==> config.mk <==
export PLATFORM = sky130hd
export DESIGN_NAME = key_pulse_stretcher
export DESIGN_NICKNAME = d
export VERILOG_FILES = /design/src/rtl/key_pulse_stretcher.sv
export SDC_FILE = /design/constraint.sdc
export NUM_CORES = 1
export LEC_CHECK = 0
export ABC_AREA = 1
export ABC_CLOCK_PERIOD_IN_PS = 2500
export BUFFER_PORTS_ARGS = -buffer_cell sky130_fd_sc_hd__buf_4
export CAP_MARGIN = 15
export CORE_UTILIZATION = 44
export DETAILED_ROUTE_END_ITERATION = 7
export GPL_TIMING_DRIVEN = 0
export SLEW_MARGIN = 20
export SYNTH_ARGS = -nofsm -noshare
export SYNTH_HDL_FRONTEND = slang
export SYNTH_SLANG_ARGS = --single-unit
export TNS_END_PERCENT = 10
==> constraint.sdc <==
create_clock -name clk -period 2.5 [get_ports clk]
set_clock_uncertainty 0.1 [all_clocks]
set_input_delay 0.5 -clock clk [delete_from_list [all_inputs] [get_ports clk]]
set_output_delay 0.5 -clock clk [all_outputs]
set_load 0.1 [all_outputs]
==> src/rtl/key_pulse_stretcher.sv <==
// key_pulse_stretcher
//   Turns one-cycle event pulses into timed level windows. Every accepted
//   event yields `level` high for HOLD_CYCLES cycles followed by at least
//   GAP_CYCLES low cycles. Events arriving while a window is running are
//   counted in a saturating pending counter and replayed as later windows.
//
// Ports
//   clk      in  system clock
//   reset_n  in  asynchronous active-low reset
//   p_key    in  one-cycle event pulse (one event per high cycle)
//   clear    in  synchronous abort: drops the current window and the queue
//   level    out stretched window (registered)
//   busy     out high whenever a window or its gap is in progress
//   pending  out number of queued events
//   overflow out one-cycle pulse when an event is dropped on a full queue
module key_pulse_stretcher #(
  parameter int HOLD_CYCLES = 5_000_000,
  parameter int GAP_CYCLES  = 2_500_000,
  parameter int MAX_PENDING = 7
) (
  input  logic                               clk,
  input  logic                               reset_n,
  input  logic                               p_key,
  input  logic                               clear,
  output logic                               level,
  output logic                               busy,
  output logic [$clog2(MAX_PENDING+1)-1:0]   pending,
  output logic                               overflow
);

  localparam int MAX_CYCLES = (HOLD_CYCLES > GAP_CYCLES) ? HOLD_CYCLES : GAP_CYCLES;
  localparam int CW = $clog2(MAX_CYCLES + 1);
  localparam int PW = $clog2(MAX_PENDING + 1);

  localparam logic [CW-1:0] HOLD_LOAD = CW'(HOLD_CYCLES - 1);
  localparam logic [CW-1:0] GAP_LOAD  = CW'(GAP_CYCLES - 1);
  localparam logic [PW-1:0] PEND_MAX  = PW'(MAX_PENDING);

  typedef enum logic [1:0] {
    IDLE = 2'd0,
    HIGH = 2'd1,
    GAP  = 2'd2
  } state_t;

  state_t          state_reg;
  logic [CW-1:0]   cnt_reg;
  logic [PW-1:0]   pending_reg;
  logic            level_reg;
  logic            busy_reg;
  logic            overflow_reg;

  // Outputs are decoded from the next state inside the sequential block so
  // that they change on the same edge as the state itself.
  always_ff @(posedge clk or negedge reset_n) begin
    if (!reset_n) begin
      state_reg    <= IDLE;
      cnt_reg      <= '0;
      pending_reg  <= '0;
      level_reg    <= 1'b0;
      busy_reg     <= 1'b0;
      overflow_reg <= 1'b0;
    end else begin
      overflow_reg <= 1'b0;
      if (clear) begin
        // Abort wins over everything, including a coincident event.
        state_reg   <= IDLE;
        cnt_reg     <= '0;
        pending_reg <= '0;
        level_reg   <= 1'b0;
        busy_reg    <= 1'b0;
      end else begin
        case (state_reg)
          IDLE: begin
            if (p_key) begin
              state_reg <= HIGH;
              cnt_reg   <= HOLD_LOAD;
              level_reg <= 1'b1;
              busy_reg  <= 1'b1;
            end
          end

          HIGH: begin
            if (cnt_reg != '0) begin
              cnt_reg <= cnt_reg - 1'b1;
            end else begin
              state_reg <= GAP;
              cnt_reg   <= GAP_LOAD;
              level_reg <= 1'b0;
            end
            if (p_key) begin
              if (pending_reg < PEND_MAX) pending_reg <= pending_reg + 1'b1;
              else                        overflow_reg <= 1'b1;
            end
          end

          GAP: begin
            if (cnt_reg != '0) begin
              cnt_reg <= cnt_reg - 1'b1;
              if (p_key) begin
                if (pending_reg < PEND_MAX) pending_reg <= pending_reg + 1'b1;
                else                        overflow_reg <= 1'b1;
              end
            end else if (pending_reg != '0 || p_key) begin
              // Last gap cycle: a coincident event is consumed directly by
              // the next window, so a full queue never overflows here.
              state_reg <= HIGH;
              cnt_reg   <= HOLD_LOAD;
              level_reg <= 1'b1;
              if (!p_key) pending_reg <= pending_reg - 1'b1;
            end else begin
              state_reg <= IDLE;
              busy_reg  <= 1'b0;
            end
          end

          default: begin
            state_reg <= IDLE;
            cnt_reg   <= '0;
            level_reg <= 1'b0;
            busy_reg  <= 1'b0;
          end
        endcase
      end
    end
  end

  assign level    = level_reg;
  assign busy     = busy_reg;
  assign pending  = pending_reg;
  assign overflow = overflow_reg;

endmodule

==> impl_metrics.env, run 1 <==
export IMPL_drv_cap=0
export IMPL_gr_usage_all_layers_pct=22.13
export IMPL_syn_inst=360
export IMPL_cpMostUsedCell="nand2_1"
export IMPL_area_growth_pct=10.14
export IMPL_slew_headroom_pct=67.67
export IMPL_crit_slowest_cell="dfrtp_1"
export IMPL_regToRegSetupSlack_ns=0.28
export IMPL_dp_hpwl_microns=4467
export IMPL_p_int_mw=1.608
export IMPL_period_needed_ns=2.217
export IMPL_rr_endpoint="cnt_reg[17]$_DFFE_PN0P_"
export IMPL_power_switching_mw=1.925
export IMPL_totalWireLength_microns=5893
export IMPL_crit_arrival_ns=2.35
export IMPL_avgSynthCellArea_sq_um=7.062
export IMPL_powerDensity_nw_per_um2=1262
export IMPL_cp_start_kind="register"
export IMPL_grt_max_degree=32
export IMPL_status="complete, no violations"
export IMPL_crit_path_start="state_reg[0]$_DFFE_PN0P_"
export IMPL_yosysWarnings=0
export IMPL_ys_seq_area_share_pct=30.51
export IMPL_clk_path_buf_depth=2
export IMPL_synthDistinctLibCells=34
export IMPL_irDropWorstVdd_mv=0.6039
export IMPL_grt_ovfl_total=0
export IMPL_synth_top_area_share_pct=30.51
export IMPL_post_cts_resize_count=0
export IMPL_pwr_share_comb_pct=62.5
export IMPL_antenna_found_initial=0
export IMPL_detail_route_drc_violations=0
export IMPL_die_h_microns=78.02
export IMPL_cts_setup_buffers=0
export IMPL_cts_tree="done"
export IMPL_boundaryPins=10
export IMPL_numCtsBuffers=5
export IMPL_synthArstFlopShare_pct=100.0
export IMPL_first_global_vias=2201
export IMPL_cts_clk_slew_worst_paths_ns=0.07
export IMPL_fin_cells=449
export IMPL_hold_viol_final=0
export IMPL_layout_drive_gt1_share_pct=16.45
export IMPL_netlist_area_sq_um=2542
export IMPL_fill_cells=572
export IMPL_synth_area_leaders="dfrtp_1 31%, nand2_1 20%, nand3_1 6.5%, ha_1 4.9%, nor2_1 4.6%"
export IMPL_required_ns=2.64
export IMPL_leakage_nw=1.429
export IMPL_coreArea_sq_um=5540
export IMPL_swShare_pct=54.48
export IMPL_seqPwrFrac_pct=24.7
export IMPL_clkPwrFrac_pct=12.9
export IMPL_ys_flop_type="dfrtp_1"
export IMPL_worstReg2RegStart="state_reg[0]$_DFFE_PN0P_"
export IMPL_io_buffers=9
export IMPL_vias=2293
export IMPL_synth_most_common_cell="nand2_1"
export IMPL_h_tree_depth=2
export IMPL_grt_pass1_wl_microns=10310
export IMPL_crit_type="register to register"
export IMPL_synth_seq_cells=31
export IMPL_rows=27
export IMPL_end_kind="register"
export IMPL_largest_reg_flops=23
export IMPL_hold_buffers=0
export IMPL_timing_hold_ws_ns=0.04696
export IMPL_clk_latency_ns=0.29
export IMPL_fmax_ghz=0.4510
export IMPL_place_inst=441
export IMPL_setup_viol=0
export IMPL_start_util_pct=45.89
export IMPL_r2r_cells=10
export IMPL_dieArea_sq_um=6086
export IMPL_synth_area_leader_cell="dfrtp_1"
export IMPL_initialDrtViolationCount=177
export IMPL_insertedDiodeCount=0
export IMPL_synth_edff_count=0
export IMPL_nets=390
export IMPL_fin_setup_tns_ns=0
export IMPL_first_pass_iters=4
export IMPL_cp_slowest_stage_delay_ns=0.43
export IMPL_critical_path_endpoint="cnt_reg[17]$_DFFE_PN0P_"
export IMPL_place_area_sq_um=2700
export IMPL_worstPathCellList="inv_1, ha_1, inv_2, nand2_1, nand2_2, inv_2, nor2_4, nor2_2, nand2_1, nand2_1"
export IMPL_cts_sinks=31
export IMPL_period_share_pct=88.69
export IMPL_synth_nets=374
export IMPL_place_gp_congestion=0.8626
export IMPL_cts_root_buf="clkbuf_8"
export IMPL_ant_nets=0
export IMPL_vias_per_cell=5.107
export IMPL_fin_area_sq_um=2800
export IMPL_die_width_microns=78.02
export IMPL_wl_per_cell_microns=13.12
export IMPL_cp_max_fo=9
export IMPL_worstMarginPinSlew_ns=0.4831
export IMPL_rsz0062_at_grt="no"
export IMPL_yosys_top_cells_count="135 x nand2_1, 33 x nand3_1, 31 x dfrtp_1, 31 x nor2_1, 30 x inv_1"
export IMPL_hold_path_class="input port to asynchronous set/reset pin"
export IMPL_maxSlewViolCount=0
per-stage QoR:
step | power (mW) | utilization [%] | worst slack [ns]
3_5_place_dp | 3.095 | 48.74 | 0.2962
4_1_cts | 3.561 | 50.54 | 0.2752
6_report | 3.533 | 50.54 | 0.2826
5_1_grt | 3.864 | 50.54 | 0.05678
3_3_place_gp | 3.072 | 48.74 | 0.3061
2_1_floorplan | 2.639 | - | 0.2149
area by class of cell:
cell class,instances,area [sq um],share of cell area [%]
multi-input combinational,290,1597,57.02
sequential,31,775.7,27.70
inverter,37,143.9,5.139
clock buffer,8,100.1,3.575
tap,72,90.09,3.217
timing repair buffer,9,67.56,2.413
buffer,2,26.28,0.9383
worst min-delay path by stage:
stage / end / from / cells past startpoint
finish: cnt_reg[11]$_DFFE_PN0P_ / reset_n / 1
global route: cnt_reg[11]$_DFFE_PN0P_ / reset_n / 1
CTS: cnt_reg[11]$_DFFE_PN0P_ / reset_n / 1
detailed placement: level$_DFFE_PN0P_ / level$_DFFE_PN0P_ / 2
global placement: cnt_reg[0]$_DFFE_PN0P_ / reset_n / 1
floorplan: busy$_DFFE_PN0P_ / reset_n / 0
per-layer routing:
layer  vias to the layer above  global-route usage [%]  wire, microns
met1                      1047                   28.05           2764
met5                         -                       0              0
met4                         0                   9.074            142
li1                       1185                       -              -
met2                        48                   37.26           2750
met3                        13                   3.837            235
cell families after synthesis:
family	Yosys count	synth area share, %
buf+inv	39	6.692
flops	31	30.51
compound gates	23	5.807
xor+xnor	12	4.134
simple gates	245	47.93
fa+ha+maj	10	4.921
cell usage in the layout, fill, tap and decap left out, types with 4 or more instances in the layout:
cell,netlist,routed
xnor2_1,4,4
inv_2,4,4
a21oi_1,7,7
o21ai_0,7,7
inv_1,30,30
ha_1,10,10
nand4_1,8,8
clkbuf_8,0,7
xor2_1,8,8
nor2_2,9,9
nor2_4,5,5
dfrtp_1,31,31
nand2_2,5,5
buf_4,0,9
nand2_1,135,135
nand3_1,33,33
nor2_1,31,31
power by group through the flow:
stage	Clock [mW]	Combinational, mW	Sequential [mW]
finish	0.455	2.21	0.872
global route	0.478	2.48	0.903
CTS	0.466	2.22	0.871
detailed placement	0	2.22	0.878
global placement	0	2.20	0.876
floorplan	0	1.59	1.05
worst max-delay path, delay by kind of cell (launching register included):
kind | cells | cell delay (ns)
simple gates | 6 | 0.89
flops | 1 | 0.43
buf+inv | 3 | 0.45
fa+ha+maj | 1 | 0.30
Power figures use the tool's default switching activity.
==> inputs of run 2 (changes only) <==
Settings changed: CORE_UTILIZATION 44 to 61, PLACE_DENSITY set to 0.79.
==> impl_metrics.env, run 2 (same netlist as run 1, synthesis figures left out) <==
export IMPL_worstReg2RegStart="state_reg[0]$_DFFE_PN0P_"
export IMPL_power_switching_mw=1.949
export IMPL_p_int_mw=1.680
export IMPL_grt_pass1_wl_microns=9922
export IMPL_fin_setup_tns_ns=0
export IMPL_cts_clk_slew_worst_paths_ns=0.07
export IMPL_start_util_pct=63.56
export IMPL_dp_hpwl_microns=4332
export IMPL_detail_route_drc_violations=0
export IMPL_io_buffers=9
export IMPL_die_width_microns=66.56
export IMPL_pwr_share_comb_pct=61.4
export IMPL_dieArea_sq_um=4430
export IMPL_power_total_mw=3.629
export IMPL_place_gp_congestion=0.8983
export IMPL_crit_arrival_ns=2.29
export IMPL_clk_latency_ns=0.29
export IMPL_cp_start_kind="register"
export IMPL_drv_cap=0
export IMPL_fmax_ghz=0.4627
export IMPL_crit_path_start="state_reg[0]$_DFFE_PN0P_"
export IMPL_cts_setup_buffers=0
export IMPL_powerDensity_nw_per_um2=1301
export IMPL_initialDrtViolationCount=196
export IMPL_worstMarginPinSlew_ns=0.4063
export IMPL_cts_sinks=31
export IMPL_timing_hold_ws_ns=0.03677
export IMPL_leakage_nw=1.439
export IMPL_maxSlewViolCount=0
export IMPL_first_global_vias=2173
export IMPL_period_share_pct=86.45
export IMPL_crit_type="register to register"
export IMPL_cp_max_fo=9
export IMPL_required_ns=2.62
export IMPL_vias_per_cell=5.410
export IMPL_insertedDiodeCount=0
export IMPL_die_h_microns=66.56
export IMPL_totalWireLength_microns=5795
export IMPL_grt_max_degree=32
export IMPL_layout_commonest_cell="nand2_1"
export IMPL_status="complete, no violations"
export IMPL_irDropWorstVdd_mv=0.7492
export IMPL_seqPwrFrac_pct=24.2
export IMPL_cts_tree="done"
export IMPL_place_area_sq_um=2673
export IMPL_slew_headroom_pct=72.92
export IMPL_coreArea_sq_um=4000
export IMPL_cts_root_buf="clkbuf_8"
export IMPL_post_cts_resize_count=0
export IMPL_wl_per_cell_microns=13.57
export IMPL_grt_ovfl_total=0
export IMPL_end_kind="register"
export IMPL_gr_usage_all_layers_pct=30.00
export IMPL_clk_path_buf_depth=2
export IMPL_first_pass_iters=5
export IMPL_period_needed_ns=2.161
export IMPL_clkPwrFrac_pct=14.4
export IMPL_boundaryPins=10
export IMPL_largest_reg_flops=23
export IMPL_vias=2310
export IMPL_hold_viol_final=0
export IMPL_ant_nets=0
export IMPL_h_tree_depth=2
export IMPL_hold_buffers=0
export IMPL_antenna_found_initial=0
export IMPL_swShare_pct=53.71
export IMPL_nets=390
export IMPL_rows=23
export IMPL_numCtsBuffers=5
export IMPL_rsz0062_at_grt="no"
export IMPL_layout_drive_gt1_share_pct=16.71
export IMPL_area_growth_pct=9.744
export IMPL_hold_path_class="input port to asynchronous set/reset pin"
export IMPL_final_cell_mix="135 x nand2_1, 33 x nand3_1, 31 x nor2_1, 31 x dfrtp_1, 30 x inv_1"
export IMPL_setup_viol=0
export IMPL_fin_area_sq_um=2790
-- run 2: cell count changes in the layout (fill, tap and decap cells not counted) --
cell / delta
bufinv_16: +1
clkbuf_8: -1
clkbuf_1: -1
clkinv_2: +1
-- run 2: worst paths after layout --
| path | to | slack [ns] | cells after the start |
|---|---|---|---|
| hold / removal | cnt_reg[11]$_DFFE_PN0P_ | 0.04 | 1 |
| setup reg to reg | cnt_reg[10]$_DFFE_PN0P_ | 0.34 | 10 |
| max in group asynchronous | cnt_reg[12]$_DFFE_PN0P_ | 1.96 | 1 |
| setup / recovery | cnt_reg[10]$_DFFE_PN0P_ | 0.34 | 10 |
| hold reg to reg | level$_DFFE_PN0P_ | 0.37 | 2 |
| min in group clk | level$_DFFE_PN0P_ | 0.37 | 2 |
-- run 2: power by group through the flow --
stage	clock network [mW]	registers (mW)	logic, mW
CTS	0.529	0.873	2.22
global route	0.552	0.898	2.47
finish	0.521	0.879	2.23
floorplan	0	1.05	1.59
global placement	0	0.876	2.15
detailed placement	0	0.881	2.20
-- run 2: stage by stage --
step	setup slack (ns)	util, %	std cells
6_report	0.3387	69.75	427
5_1_grt	0.1478	69.75	427
4_1_cts	0.3303	69.75	427
3_5_place_dp	0.3568	66.81	419
3_3_place_gp	0.3684	66.81	419
2_1_floorplan	0.2149	-	360
-- run 2: critical path, cell delays in order, from the launching register on --
cell     delay [ns]
dfrtp_1        0.43
inv_1          0.10
ha_1           0.29
inv_2          0.14
nand2_1        0.29
nand2_2        0.11
inv_2          0.17
nor2_4         0.05
nor2_2         0.24
nand2_1        0.10
nand2_1        0.07
-- run 2: final cells by class --
class	count	area, sq um
plain buffers	2	26.28
inverters	37	143.9
flip-flops and latches	31	775.7
multi-input cells	290	1597
clock inverters	2	35.03
well taps	50	62.56
repair buffers	9	67.56
fillers	328	1210
clock buffers	6	82.58
-- run 2: metal layers --
layer,vias up,wire (microns),track usage [%],part of all wire (%)
li1,1188,-,-,-
met1,1064,2543,37.96,44
met2,50,2925,50.51,50
met3,8,268,4.452,4.6
met4,0,58,12.23,1.0
met5,-,0,0,0
